File: src/rtl/ul_ram_wr_control.sv
// ---------------------------------------------------------------------------
// ul_ram_wr_control
// Write-side controller for the uplink ping-pong frame RAM. Uplink words from
// the framing logic are written into one of two banks (bank 0 at
// BANK0_BASE.., bank 1 at BANK1_BASE..). A bank that holds a complete frame is
// flagged full on UlRAM_wr_state until the read controller hands it back on
// UlRAM_rd_state. Frames aimed at a full bank are dropped and counted.
//
// Ports
//   clk             system clock
//   nRst            asynchronous active-low reset
//   dinEn           input word valid, one word per cycle
//   din             input word
//   sofIn           start-of-frame flag, qualified by dinEn
//   UlRAM_rd_state  per-bank "read out" flags from the read controller
//   UlRAM_wr_state  per-bank "full, unread" flags to the read controller
//   wrRAMEn         RAM write enable
//   wrRAMAddr       RAM write address
//   wrRAMData       RAM write data
//   frameErr        one-cycle pulse: current frame aborted by an early SOF
//   frameDrop       one-cycle pulse: frame dropped because its bank was full
//   dropCnt         saturating count of dropped frames
// ---------------------------------------------------------------------------
module ul_ram_wr_control #(
  parameter int         FRAME_LEN  = 262,
  parameter logic [9:0] BANK0_BASE = 10'd0,
  parameter logic [9:0] BANK1_BASE = 10'd512,
  parameter int         DATA_W     = 10
) (
  input  logic              clk,
  input  logic              nRst,
  input  logic              dinEn,
  input  logic [DATA_W-1:0] din,
  input  logic              sofIn,
  input  logic [1:0]        UlRAM_rd_state,
  output logic [1:0]        UlRAM_wr_state,
  output logic              wrRAMEn,
  output logic [9:0]        wrRAMAddr,
  output logic [DATA_W-1:0] wrRAMData,
  output logic              frameErr,
  output logic              frameDrop,
  output logic [7:0]        dropCnt
);

  localparam logic [8:0] LAST_IDX = 9'(FRAME_LEN - 1);

  typedef enum logic [1:0] {
    S_IDLE,
    S_WR,
    S_DROP
  } state_t;

  state_t     state;
  logic [8:0] idx;
  logic       bank;
  logic [1:0] rd_s;

  function automatic logic [9:0] word_addr(input logic b, input logic [8:0] i);
    return (b ? BANK1_BASE : BANK0_BASE) + {1'b0, i};
  endfunction

  // Single FSM block: all outputs are registered here. A SOF in any state
  // starts a new frame against the current target bank; a non-SOF word only
  // matters while a frame (written or dropped) is in progress.
  always_ff @(posedge clk or negedge nRst) begin
    if (!nRst) begin
      state          <= S_IDLE;
      idx            <= '0;
      bank           <= 1'b0;
      rd_s           <= '0;
      UlRAM_wr_state <= '0;
      wrRAMEn        <= 1'b0;
      wrRAMAddr      <= '0;
      wrRAMData      <= '0;
      frameErr       <= 1'b0;
      frameDrop      <= 1'b0;
      dropCnt        <= '0;
    end else begin
      wrRAMEn   <= 1'b0;
      frameErr  <= 1'b0;
      frameDrop <= 1'b0;

      // Release path: the reader's flag is registered once, and the full flag
      // drops on the cycle after that registered copy is seen high. The bank
      // being written is never full, so the set below never hits a bit that
      // is being cleared here.
      rd_s <= UlRAM_rd_state;
      for (int n = 0; n < 2; n++) begin
        if (rd_s[n]) UlRAM_wr_state[n] <= 1'b0;
      end

      case (state)
        S_IDLE, S_WR, S_DROP: begin
          if (dinEn && sofIn) begin
            idx <= 9'd1;
            if (state == S_WR) frameErr <= 1'b1;
            if (UlRAM_wr_state[bank]) begin
              // Bank still unread: consume the frame without writing. The
              // target bank stays put so frames reach the reader in order.
              frameDrop <= 1'b1;
              if (dropCnt != 8'hFF) dropCnt <= dropCnt + 8'd1;
              state <= S_DROP;
            end else begin
              wrRAMEn   <= 1'b1;
              wrRAMAddr <= word_addr(bank, 9'd0);
              wrRAMData <= din;
              state     <= S_WR;
            end
          end else if (dinEn && (state != S_IDLE)) begin
            if (state == S_WR) begin
              wrRAMEn   <= 1'b1;
              wrRAMAddr <= word_addr(bank, idx);
              wrRAMData <= din;
            end
            if (idx == LAST_IDX) begin
              idx   <= '0;
              state <= S_IDLE;
              if (state == S_WR) begin
                UlRAM_wr_state[bank] <= 1'b1;
                bank                 <= ~bank;
              end
            end else begin
              idx <= idx + 9'd1;
            end
          end
        end
        default: begin
          state <= S_IDLE;
          idx   <= '0;
        end
      endcase
    end
  end

endmodule
File: config.mk
export PLATFORM = sky130hd
export DESIGN_NAME = ul_ram_wr_control
export DESIGN_NICKNAME = d
export VERILOG_FILES = /design/src/rtl/ul_ram_wr_control.sv
export SDC_FILE = /design/constraint.sdc
export NUM_CORES = 1
export LEC_CHECK = 0
export ABC_CLOCK_PERIOD_IN_PS = 5130
export CORE_MARGIN = 5
export CORE_UTILIZATION = 25
export DETAILED_ROUTE_END_ITERATION = 6
export PLACE_DENSITY = 0.46
export SYNTH_ARGS = -nofsm -noshare
export SYNTH_HDL_FRONTEND = slang
export SYNTH_SLANG_ARGS = --single-unit
File: constraint.sdc
create_clock -name clk -period 5.13 [get_ports clk]
set_input_delay 0.7695 -clock clk [delete_from_list [all_inputs] [get_ports clk]]
set_output_delay 0.7695 -clock clk [all_outputs]
set_load 0.03 [all_outputs]
==> impl_results.md, run 1 <==
* Row cnt at 33
* Post-CTS Setup Repair Bufs at 0
* Worst Path Arrival at roughly 2.8 ns
* TritonCTS Buffers at 5
* Vias in the first global route at about 1.6k
* Post-layout net count at approximately 260
* Critical Path Source Type: primary input
* Min-delay worst type: reg2reg
* Peak VDD IR at 0.142 mV
* Initial DRC count at 49
* Critical path class: in2reg
* Post_cts resized at 0
* Chip width at around 100 µm
* Reg-to-reg endpoint: wrRAMData[5]
* Clock Path Buffers at 2
* Core area at slightly above 8000 µm²
* Max-cap violations at 0
* Pre-antenna DRT Iters at 4
* Synthesized Nets at ~210
* R2R depth at 4
* Final min period at ~2.6 ns
* Peak Freq at 0.384 GHz
* Power share of the combinational group at 25.1%
* Status: finished, final reports clean
* Post-route ant nets at 0
* Synth top area share at 56.1%
* I/O Buffers at 48
* Synth area leader: dfrtp_1
* Via density at 4.38
* FFs w/ async S/R, synth at 100%
* Gr ovfl total at 0
* Ant. Diodes at 0
* Sequential Power Share at approximately half
* HP Start: rd_s[1]
* RSZ-0062 raised after global routing: no
* Synth Flop Type: dfrtp_1
* Clock power frac at 26.1%
* Mapped Cells at 189
* Mapped Avg Cell Area at 11.1 µm²
* Initial core utilization at 25.7%
* Clock Skews at 0.00828 ns
* Reg2reg start: bank
* Sequential area share after synthesis at between 50 and 60%
* Total of warnings raised by yosys at 0
* Synth top area cells: dfrtp_1 (56%), mux2_4 (7.2%), nand2_1 (4.5%), xnor2_1 (3.3%), o21ai_0 (2.9%)
* Min-Delay Endpoint: UlRAM_wr_state[1]
* Largest net degree at the start of global routing at 48
* Die height at just over 100 µm
* Hold Buf Count CTS at 0
* Leak Pwr at between 1 and 1.5 nW
* WL final at around 4800 µm
* Nature of the critical path endpoint: flop
* Area grow syn2layout at 32.8%
* #FFs+latches synth at between 40 and 50
* Share of post-route cells with drive strength above 1 at between 10% and 20%
* DRC viols at 0
* Initial antenna violation count at 0
* Fin crit share at between 50% and 60%
* Pwr dens at roughly 340 nW/µm²
* Synth Cell Area at around 2100 µm²
* Internal power at approximately 0.65 mW
* Die ar. at roughly 10,000 µm²
* Sw frac at a little under a third
* Clock Sinks at 47
* Via Count at 1,516
* WHS Path Cells at 1
* Skew-Pair Late Insertion Delay at 0.30 ns
* Finished Core Util at about a third
* Routed wire per std cell at between 10 and 15 µm
* First-pass GRT wire length at between 8000 and 9000 µm
* Unique masters post-synth at 32
* CP required at ~5.3 ns
* Clk slew on worst S/H paths at about 0.080 ns
* Rel. slew slack at between 40% and 50%
* Top Ports at 49
* RePlAce Congestion at 0.798
* Worst-Margin Slew at about 0.8 ns
* Slew Viols, Final at 0
* Final Hold Vio Count at 0
* H-tree depth at 2
* Root buffer cell: clkbuf_8
* Setup TNS at 0 ns
* CTS tree: yes
* HPWL after DPL at ~3500 µm
* GRT Overall Usage at between 10% and 20%
* Setup violators final at 0
* EDFF count, synth at 0
* R2R Setup Slk at a little under 3 ns
* Crit Path Max Fanout at 18
* Net Sw Power at 0.295 mW
-- power groups by stage --
stage                     Clock [mW]  Sequential [mW]  Combinational [mW]
after floorplan                    0            0.509              0.0938
after global placement             0            0.469               0.239
after detailed placement           0            0.469               0.239
after CTS                      0.255            0.462               0.240
after global routing           0.271            0.470               0.257
final                          0.246            0.460               0.236
-- cells in the mapped netlist (all sizes together), types with 3 or more instances --
| cell type | n |
|---|---|
| nand3 | 8 |
| a21oi | 4 |
| nor3 | 6 |
| o21ai | 12 |
| nand4 | 3 |
| nor2 | 13 |
| xor2 | 6 |
| xnor2 | 8 |
| nand2 | 25 |
| dfrtp | 47 |
| inv | 10 |
| ha | 3 |
| o31ai | 3 |
| o22ai | 5 |
| mux2 | 12 |
| buf | 4 |
-- kinds of logic (layout without fill, tap and decap cells) --
kind of cell	count (synthesis)	after routing	synth area share, %
and+or+nand+nor	66	66	14.8
buffers and inverters	16	68	3.40
muxes	13	13	8.71
AOI/OAI and AO/OA	30	30	9.37
xor gates and xnor gates	14	14	5.85
DFF	47	47	56.1
adders and majority gates	3	3	1.79
-- final cells by class --
class | count | area (µm²)
clock buffer | 8 | 100
tap | 105 | 131
timing repair buffer | 50 | 490
inverter | 10 | 37.5
fill | 856 | 5390
sequential | 47 | 1180
multi-input combinational | 126 | 850
-- cells in the final DEF (no fill, tap or decap) --
master	synthesis	routed
dfrtp_1	47	47
clkdlybuf4s50_1	0	47
nand2_1	25	25
nor2_1	13	13
o21ai_0	12	12
inv_1	10	10
mux2_4	10	10
xnor2_1	8	8
nand3_1	8	8
clkbuf_8	0	7
nor3_1	6	6
xor2_1	6	6
o22ai_1	5	5
a21oi_1	4	4
nand4_1	3	3
o31ai_1	3	3
ha_1	3	3
nor4_1	2	2
and2_1	2	2
or2_2	2	2
a31oi_1	2	2
nor4b_1	2	2
mux2_2	2	2
buf_4	0	2
and4b_1	1	1
mux2i_1	1	1
a221o_1	1	1
nor3b_1	1	1
a2111oi_2	1	1
nand2b_1	1	1
o211a_1	1	1
o2111ai_2	1	1
clkbuf_1	2	1
buf_2	3	1
-- flip-flops by register name, summed over array words and instances, names as in the netlist --
register        count
state               2
wrRAMAddr          10
frameErr            1
UlRAM_wr_state      2
wrRAMData          10
frameDrop           1
rd_s                2
idx                 9
dropCnt             8
bank                1
wrRAMEn             1
-- worst max path at each step --
stage,start,end,depth (start not counted)
global placement,sofIn,wrRAMData[4],5
detailed placement,sofIn,wrRAMData[0],5
CTS,sofIn,wrRAMData[5],5
finish,sofIn,wrRAMData[5],5
floorplan,sofIn,state[0],5
global route,sofIn,wrRAMData[5],5
-- layer usage --
layer  track usage, %  vias up  routed length (µm)
met5                0        -                   0
met4             3.07        0                  55
met3             2.89        5                 320
met2             15.7       38                2140
met1             13.5      718                2270
li1                 -      755                   -
-- per-stage QoR --
| step | setup slack, ns | cell area (µm²) | cells | power (mW) | hold WS (ns) |
|---|---|---|---|---|---|
| 3_5_place_dp | 2.21 | 2690 | 338 | 0.708 | 0.428 |
| 5_1_grt | 2.38 | 2790 | 346 | 0.998 | 0.467 |
| 6_report | 2.53 | 2790 | 346 | 0.942 | 0.455 |
| 4_1_cts | 2.54 | 2790 | 346 | 0.956 | 0.454 |
| 3_3_place_gp | 2.25 | 2690 | 338 | 0.708 | 0.439 |
| 2_1_floorplan | 3.16 | 2100 | 189 | 0.602 | 0.410 |
-- critical path, cell delays in order --
cell             delay, ns
clkdlybuf4s50_1       0.54
o21ai_0               0.21
a221o_1               0.60
buf_4                 0.34
mux2_4                0.31
(Power assumes the default switching activity.)
==> run 2, diff against run 1 <==
--- a/config.mk
+++ b/config.mk
@@ -5,11 +5,11 @@
 export SDC_FILE = /design/constraint.sdc
 export NUM_CORES = 1
 export LEC_CHECK = 0
-export ABC_CLOCK_PERIOD_IN_PS = 5130
+export ABC_CLOCK_PERIOD_IN_PS = 2200
 export CORE_MARGIN = 5
 export CORE_UTILIZATION = 25
 export DETAILED_ROUTE_END_ITERATION = 6
-export PLACE_DENSITY = 0.46
+export PLACE_DENSITY = 0.47
 export SYNTH_ARGS = -nofsm -noshare
 export SYNTH_HDL_FRONTEND = slang
 export SYNTH_SLANG_ARGS = --single-unit
==> constraint.sdc (replaced) <==
create_clock -name clk -period 2.2 [get_ports clk]
set_input_delay 0.33 -clock clk [delete_from_list [all_inputs] [get_ports clk]]
set_output_delay 0.33 -clock clk [all_outputs]
set_load 0.03 [all_outputs]
==> run 2 against run 1 <==
Power is 130% higher. Die area stayed put. Sequential power rose by 130%. Clock-buffer cell count unchanged. Sequential share of layout area is 1.2 points lower. Final area rose by 3.0%. Global-route usage fell by 0.38 points. Wire length is 2.9% lower. Worst setup slack lost 2.1 ns. Register-to-register slack worse by 2.6 ns. Worst hold slack worse by 0.028 ns. Clock skew fell by 0.00065 ns.
==> impl_results.md, run 2 (synthesis gave the netlist of run 1 again) <==
* Initial DRC count at 50 (was 49)
* Setup violators final at 0 (unchanged)
* H-tree depth at 2 (unchanged)
* Fin crit share at between 80% and 90%
* R2R Setup Slk at 0.40 ns (was 2.98 ns)
* Clock Path Buffers at 2 (unchanged)
* Via Count at 1,562 (was 1,516)
* CP required at 1.87 ns (was 5.31 ns)
* DP Cell Count at 346 (was 338)
* Rel. slew slack at 57.5% (was 46.4%)
* Internal power at 1.53 mW (was 0.647 mW)
* Worst-Margin Slew at 0.631 ns (was 0.799 ns)
* CP Capture Point: dropCnt[2] (was wrRAMData[5])
* Pre-antenna DRT Iters at 4 (unchanged)
* CP peak stage delay at 0.71 ns (was 0.60 ns)
* Largest regs: wrRAMAddr (10), wrRAMData (10), idx (9) (unchanged)
* Initial core utilization at 25.7% (unchanged)
* Worst Path Arrival at 1.47 ns (was 2.78 ns)
* Sw frac at 30.7% (was 31.3%)
* Vias in the first global route at 1,601 (was 1,629)
* Pwr dens at 772 nW/µm² (was 338 nW/µm²)
* Nature of the critical path endpoint: output pin (was flop)
* Ant. Diodes at 0 (unchanged)
* Clk slew on worst S/H paths at 0.08 ns (about the same)
* Commonest cells after routing, fill and taps aside: dfrtp_1 (47), clkdlybuf4s50_1 (47), nand2_1 (25), nor2_1 (13), o21ai_0 (12) (unchanged)
* GRT Overall Usage at 9.69% (was 10.1%)
* Final non-filler cell total at 355 (was 346)
* Via density at 4.40 (was 4.38)
* Share of post-route cells with drive strength above 1 at 13.6% (was 10.8%)
* Reg2reg start: bank (unchanged)
* CP Depth at 1 (was 5)
* Crit-path cells: clkdlybuf4s50_1 (was clkdlybuf4s50_1 > o21ai_0 > a221o_1 > buf_4 > mux2_4)
* Root buffer cell: clkbuf_8 (unchanged)
* CP delay by family, top: buffers and inverters (unchanged)
* First-pass GRT wire length at 7870 µm (was 8120 µm)
* Crit Path Max Fanout at 6 (was 18)
* Initial antenna violation count at 0 (unchanged)
* RSZ-0062 raised after global routing: no (unchanged)
* Setup TNS at 0 ns (unchanged)
* Net Sw Power at 0.679 mW (was 0.295 mW)
* Max stage delay cell, worst path: clkdlybuf4s50_1 (was a221o_1)
* Post_cts resized at 0 (unchanged)
* Skew-Pair Late Insertion Delay at 0.29 ns (was 0.30 ns)
* Critical path class: reg2out (was in2reg)
* Sequential Power Share at 47.7% (was 48.8%)
* RePlAce Congestion at 0.750 (was 0.798)
* Clock power frac at 25.2% (was 26.1%)
* Core area at 8180 µm² (unchanged)
* Max-cap violations at 0 (unchanged)
* Peak VDD IR at 0.239 mV (was 0.142 mV)
* Gr ovfl total at 0 (unchanged)
* Die ar. at 10,300 µm² (unchanged)
* Largest net degree at the start of global routing at 32 (was 48)
* Area grow syn2layout at 36.8% (was 32.8%)
* Final min period at between 1.5 and 2 ns
* Top Ports at 49 (unchanged)
* Reg-to-reg endpoint: wrRAMData[4] (was wrRAMData[5])
* WL final at 4650 µm (was 4790 µm)
* Status: finished, final reports clean (unchanged)
* I/O Buffers at 48 (unchanged)
* Clock Skews at 0.00763 ns (was 0.00828 ns)
* Row cnt at 33 (unchanged)
* Post-layout net count at 268 (was 259)
* WP buf/inv at 1 (was 2)
* Die height at 102 µm (unchanged)
* Post-route ant nets at 0 (unchanged)
* Power share of the combinational group at 27.1% (was 25.1%)
* Routed wire per std cell at 13.1 µm (was 13.8 µm)
* Chip width at 102 µm (unchanged)
* CTS tree: yes (unchanged)
* Critical Path Source Type: flop (was primary input)
* Leak Pwr at 1.24 nW (was 1.19 nW)
* R2R depth at 4 (unchanged)
* Final Hold Vio Count at 0 (unchanged)
* DRC viols at 0 (unchanged)
* TritonCTS Buffers at 5 (unchanged)
* Clock Sinks at 47 (unchanged)
* Slew Viols, Final at 0 (unchanged)
* Crit path launch: dropCnt[2] (was sofIn)
* Min-delay worst type: reg2reg (unchanged)
* Peak Freq at about 0.56 GHz
* HPWL after DPL at 3500 µm (was 3510 µm)
==> run 2: cell types whose count changed in the layout (fill, tap and decap cells not counted) <==
cell           change
buf_12             +1
buf_4              +7
dlygate4sd3_1      +1
==> run 2: final cells by class <==
| cell class | instances | area, µm² |
|---|---|---|
| fill | 856 | 5310 |
| sequential | 47 | 1180 |
| multi-input combinational | 126 | 850 |
| timing repair buffer | 59 | 573 |
| tap | 105 | 131 |
| clock buffer | 8 | 100 |
| inverter | 10 | 37.5 |
==> run 2: routing by layer <==
| layer | up-vias | global-route usage [%] | wire (µm) |
|---|---|---|---|
| met2 | 37 | 15.5 | 2180 |
| li1 | 770 | - | - |
| met4 | 0 | 3.07 | 63 |
| met1 | 749 | 12.9 | 2120 |
| met5 | - | 0 | 0 |
| met3 | 6 | 2.48 | 287 |
==> run 2: power by group through the flow <==
stage	Sequential, mW	Clock (mW)	Combinational, mW
after CTS	1.06	0.587	0.611
after detailed placement	1.07	0	0.609
after global routing	1.07	0.611	0.649
final	1.06	0.558	0.599
after global placement	1.07	0	0.603
after floorplan	1.19	0	0.219
==> run 2: how the worst min path moves through the flow <==
| stage | from | endpoint | slack, ns | cells past startpoint |
|---|---|---|---|---|
| finish | rd_s[1] | UlRAM_wr_state[1] | 0.43 | 1 |
| global route | UlRAM_rd_state[0] | rd_s[0] | 0.46 | 1 |
| CTS | rd_s[1] | UlRAM_wr_state[1] | 0.43 | 1 |
| detailed placement | nRst | dropCnt[3] | 0.31 | 1 |
| global placement | nRst | dropCnt[3] | 0.32 | 1 |
| floorplan | nRst | UlRAM_wr_state[0] | 0.03 | 0 |
==> run 2: per-stage QoR <==
step / utilization [%] / power, mW / worst slack [ns] / cell area (µm²) / hold WS [ns]
after floorplan: - / 1.40 / 0.438 / 2100 / 0.0344
after global placement: 33.7 / 1.67 / 0.195 / 2760 / 0.319
after detailed placement: 33.7 / 1.68 / 0.187 / 2760 / 0.314
after CTS: 35.1 / 2.25 / 0.369 / 2870 / 0.431
after global routing: 35.1 / 2.33 / 0.267 / 2870 / 0.462
final: 35.1 / 2.21 / 0.404 / 2870 / 0.427
==> run 2: repair_timing <==
action,in CTS,in global routing
hold buffers,1,0
buffers inserted,0,0
setup endpoints to repair,0,0
hold endpoints to repair,18,0
==> run 3, diff against run 2 <==
--- a/config.mk
+++ b/config.mk
@@ -5,11 +5,11 @@
 export SDC_FILE = /design/constraint.sdc
 export NUM_CORES = 1
 export LEC_CHECK = 0
-export ABC_CLOCK_PERIOD_IN_PS = 2200
+export ABC_CLOCK_PERIOD_IN_PS = 1690
 export CORE_MARGIN = 5
 export CORE_UTILIZATION = 25
 export DETAILED_ROUTE_END_ITERATION = 6
-export PLACE_DENSITY = 0.47
+export PLACE_DENSITY = 0.46
 export SYNTH_ARGS = -nofsm -noshare
 export SYNTH_HDL_FRONTEND = slang
 export SYNTH_SLANG_ARGS = --single-unit
==> constraint.sdc (replaced) <==
create_clock -name clk -period 1.69 [get_ports clk]
set_input_delay 0.2535 -clock clk [delete_from_list [all_inputs] [get_ports clk]]
set_output_delay 0.2535 -clock clk [all_outputs]
set_load 0.03 [all_outputs]
==> run 3 against run 2 <==
Sequential power rose by 26%. Cell count grew 7.0%. Non-clock buffer count is 25 higher. Sequential cell count unchanged. Worst hold slack worse by 0.039 ns. First-iteration DRC count is 42% higher. Combinational power grew 62%.
==> impl_results.md, run 3 (synthesis gave the netlist of run 1 again) <==
* Leak Pwr at 1.46 nW (was 1.24 nW)
* Clk slew on worst S/H paths at 0.09 ns (was 0.08 ns)
* CP required at 1.88 ns (was 1.87 ns)
* Core area at 8180 µm² (unchanged)
* R2R depth at 4 (unchanged)
* Via Count at 1,649 (was 1,562)
* Clock Skews at 0.00572 ns (was 0.00763 ns)
* Via density at 4.34 (was 4.40)
* Post-route ant nets at 0 (unchanged)
* Largest regs: wrRAMAddr (10), wrRAMData (10), idx (9) (unchanged)
* Top Ports at 49 (unchanged)
* First-pass GRT wire length at 8340 µm (was 7870 µm)
* Initial antenna violation count at 0 (unchanged)
* Vias in the first global route at 1,703 (was 1,601)
* Root buffer cell: clkbuf_8 (unchanged)
* Clock Sinks at 47 (unchanged)
* HP Start: UlRAM_rd_state[0] (was rd_s[1])
* Peak Freq at 0.594 GHz
* I/O Buffers at 48 (unchanged)
* Die height at 102 µm (unchanged)
* Pre-antenna DRT Iters at 4 (unchanged)
* Power Total at 3.29 mW (was 2.21 mW)
* Share of post-route cells with drive strength above 1 at 24.4% (was 13.6%)
* TritonCTS Buffers at 5 (unchanged)
* Row cnt at 33 (unchanged)
* Max stage delay cell, worst path: dfrtp_1 (was clkdlybuf4s50_1)
* DP Area at 2950 µm² (was 2760 µm²)
* Crit-path cells: mux2_4 > a221o_1 > buf_12 > mux2_4 (was clkdlybuf4s50_1)
* Ant. Diodes at 0 (unchanged)
* Initial DRC count at 71 (was 50)
* Crit Path Max Fanout at 25 (was 6)
* H-tree depth at 2 (unchanged)
* Reg2reg start: bank (unchanged)
* Pwr dens at 1040 nW/µm² (was 772 nW/µm²)
* Finished Cell Area at 3150 µm² (was 2870 µm²)
* CTS tree: yes (unchanged)
* R2R Setup Slk at 0.006 ns (was 0.40 ns)
* Worst-Margin Slew at 0.409 ns (was 0.631 ns)
* Worst Path Arrival at 1.87 ns (was 1.47 ns)
* Area grow syn2layout at 50.2% (was 36.8%)
* Commonest cells after routing, fill and taps aside: dfrtp_1 (44), clkdlybuf4s50_1 (38), buf_4 (33), nand2_1 (25), nor2_1 (13) (was dfrtp_1 (47), clkdlybuf4s50_1 (47), nand2_1 (25), nor2_1 (13), o21ai_0 (12))
* DRC viols at 0 (unchanged)
* Post-layout net count at 293 (was 268)
* HPWL after DPL at 3610 µm (was 3500 µm)
* Die ar. at 10,300 µm² (unchanged)
* Max-cap violations at 0 (unchanged)
* Routed wire per std cell at 12.6 µm (was 13.1 µm)
* Reg-to-reg endpoint: wrRAMData[8] (was wrRAMData[4])
* WL final at 4790 µm (was 4650 µm)
* Skew-Pair Late Insertion Delay at 0.30 ns (was 0.29 ns)
* Gr ovfl total at 0 (unchanged)
* WP buf/inv at 1 (unchanged)
* CP peak stage delay at 0.40 ns (was 0.71 ns)
* RePlAce Congestion at 0.765 (was 0.750)
* Status: finished, final reports clean (unchanged)
* Min-delay worst type: in2reg (was reg2reg)
* Critical Path Source Type: flop (unchanged)
* Crit-path most repeated cell: mux2_4
* Slew Viols, Final at 0 (unchanged)
* GRT Overall Usage at 10.3% (was 9.69%)
* CP delay by family, top: multiplexers (was buffers and inverters)
* WHS Path Cells at 1 (unchanged)
* Largest net degree at the start of global routing at 33 (was 32)
* Initial core utilization at 25.7% (unchanged)
* Clock Path Buffers at 2 (unchanged)
* Peak VDD IR at 0.317 mV (was 0.239 mV)
* Fin crit share at between 90 and 100%
* Chip width at 102 µm (unchanged)
* Final Hold Vio Count at 0 (unchanged)
* Setup violators final at 0 (unchanged)
* RSZ-0062 raised after global routing: yes (was no)
* Most common cell after layout, fill and taps aside: dfrtp_1
* Rel. slew slack at 72.8% (was 57.5%)
* Final min period at ~1.7 ns
* Critical path class: reg2reg (was reg2out)
* Min-Delay Endpoint: rd_s[0] (was UlRAM_wr_state[1])
* Nature of the critical path endpoint: flop (was output pin)
[run 3: changes by cell type in the layout (fill, tap and decap cells not counted), sizes merged]
| cell | before | now |
|---|---|---|
| buf | 11 | 36 |
| clkdlybuf4s50 | 47 | 38 |
| dlygate4sd2 | 0 | 6 |
| clkbuf | 8 | 5 |
| dlymetal6s2s | 0 | 3 |
| bufinv | 0 | 2 |
| clkinvlp | 0 | 1 |
[run 3: what timing repair did]
action                                  4_1_cts  5_1_grt
setup buffers                                 0        2
pin swaps                                     0        3
endpoints found under the setup margin        6       18
resized for setup                             6       12
endpoints found under the hold margin        15        0
hold buffers                                  1        0
[run 3: worst max path at each step]
stage | startpoint | end | slack [ns] | cells after the start
3_5_place_dp | dinEn | wrRAMData[5] | -0.19 | 5
3_3_place_gp | dinEn | wrRAMData[1] | -0.16 | 5
6_report | bank | wrRAMData[8] | 0.006 | 4
2_1_floorplan | UlRAM_wr_state[0] | wrRAMData[0] | -0.0002 | 4
5_1_grt | idx[1] | idx[7] | -0.03 | 7
4_1_cts | dropCnt[5] | dropCnt[5] | 0.01 | 1
[run 3: cell type report]
cell class / instances / area (µm²)
fillers: 803 / 5030
flip-flops and latches: 47 / 1180
multi-input cells: 126 / 891
repair buffers: 84 / 773
well taps: 105 / 131
clock buffers: 5 / 68.8
clock inverters: 3 / 67.6
inverters: 10 / 37.5
[run 3: worst reg2reg max path, delay by kind of cell, from the launching register on]
| family | cells | cell delay, ns |
|---|---|---|
| mux | 2 | 0.65 |
| flops | 1 | 0.40 |
| compound gates | 1 | 0.35 |
| buf+inv | 1 | 0.18 |
[run 3: through the flow]
stage	setup TNS [ns]	hold WS, ns	util, %	cells	worst slack (ns)
2_1_floorplan	-0.00141	-0.0421	-	189	-0.000157
3_3_place_gp	-3.40	0.208	36.0	369	-0.158
3_5_place_dp	-3.84	0.211	36.0	369	-0.187
4_1_cts	0	0.379	37.7	378	0.0104
5_1_grt	-0.305	0.367	38.5	380	-0.0332
6_report	0	0.389	38.5	380	0.00622
[run 3: layer usage]
metal,vias to the layer above,track usage (%),routed length [µm]
met3,9,2.69,330
li1,826,-,-
met1,769,13.8,2190
met4,0,3.68,72
met2,45,16.0,2200
met5,-,0,0
[run 3: power breakdown]
group          switching, mW  internal [mW]  total [mW]  leakage [nW]
Clock                  0.390          0.590       0.980        0.0644
Sequential            0.0826           1.26        1.34         0.609
Combinational          0.483          0.488       0.971         0.785
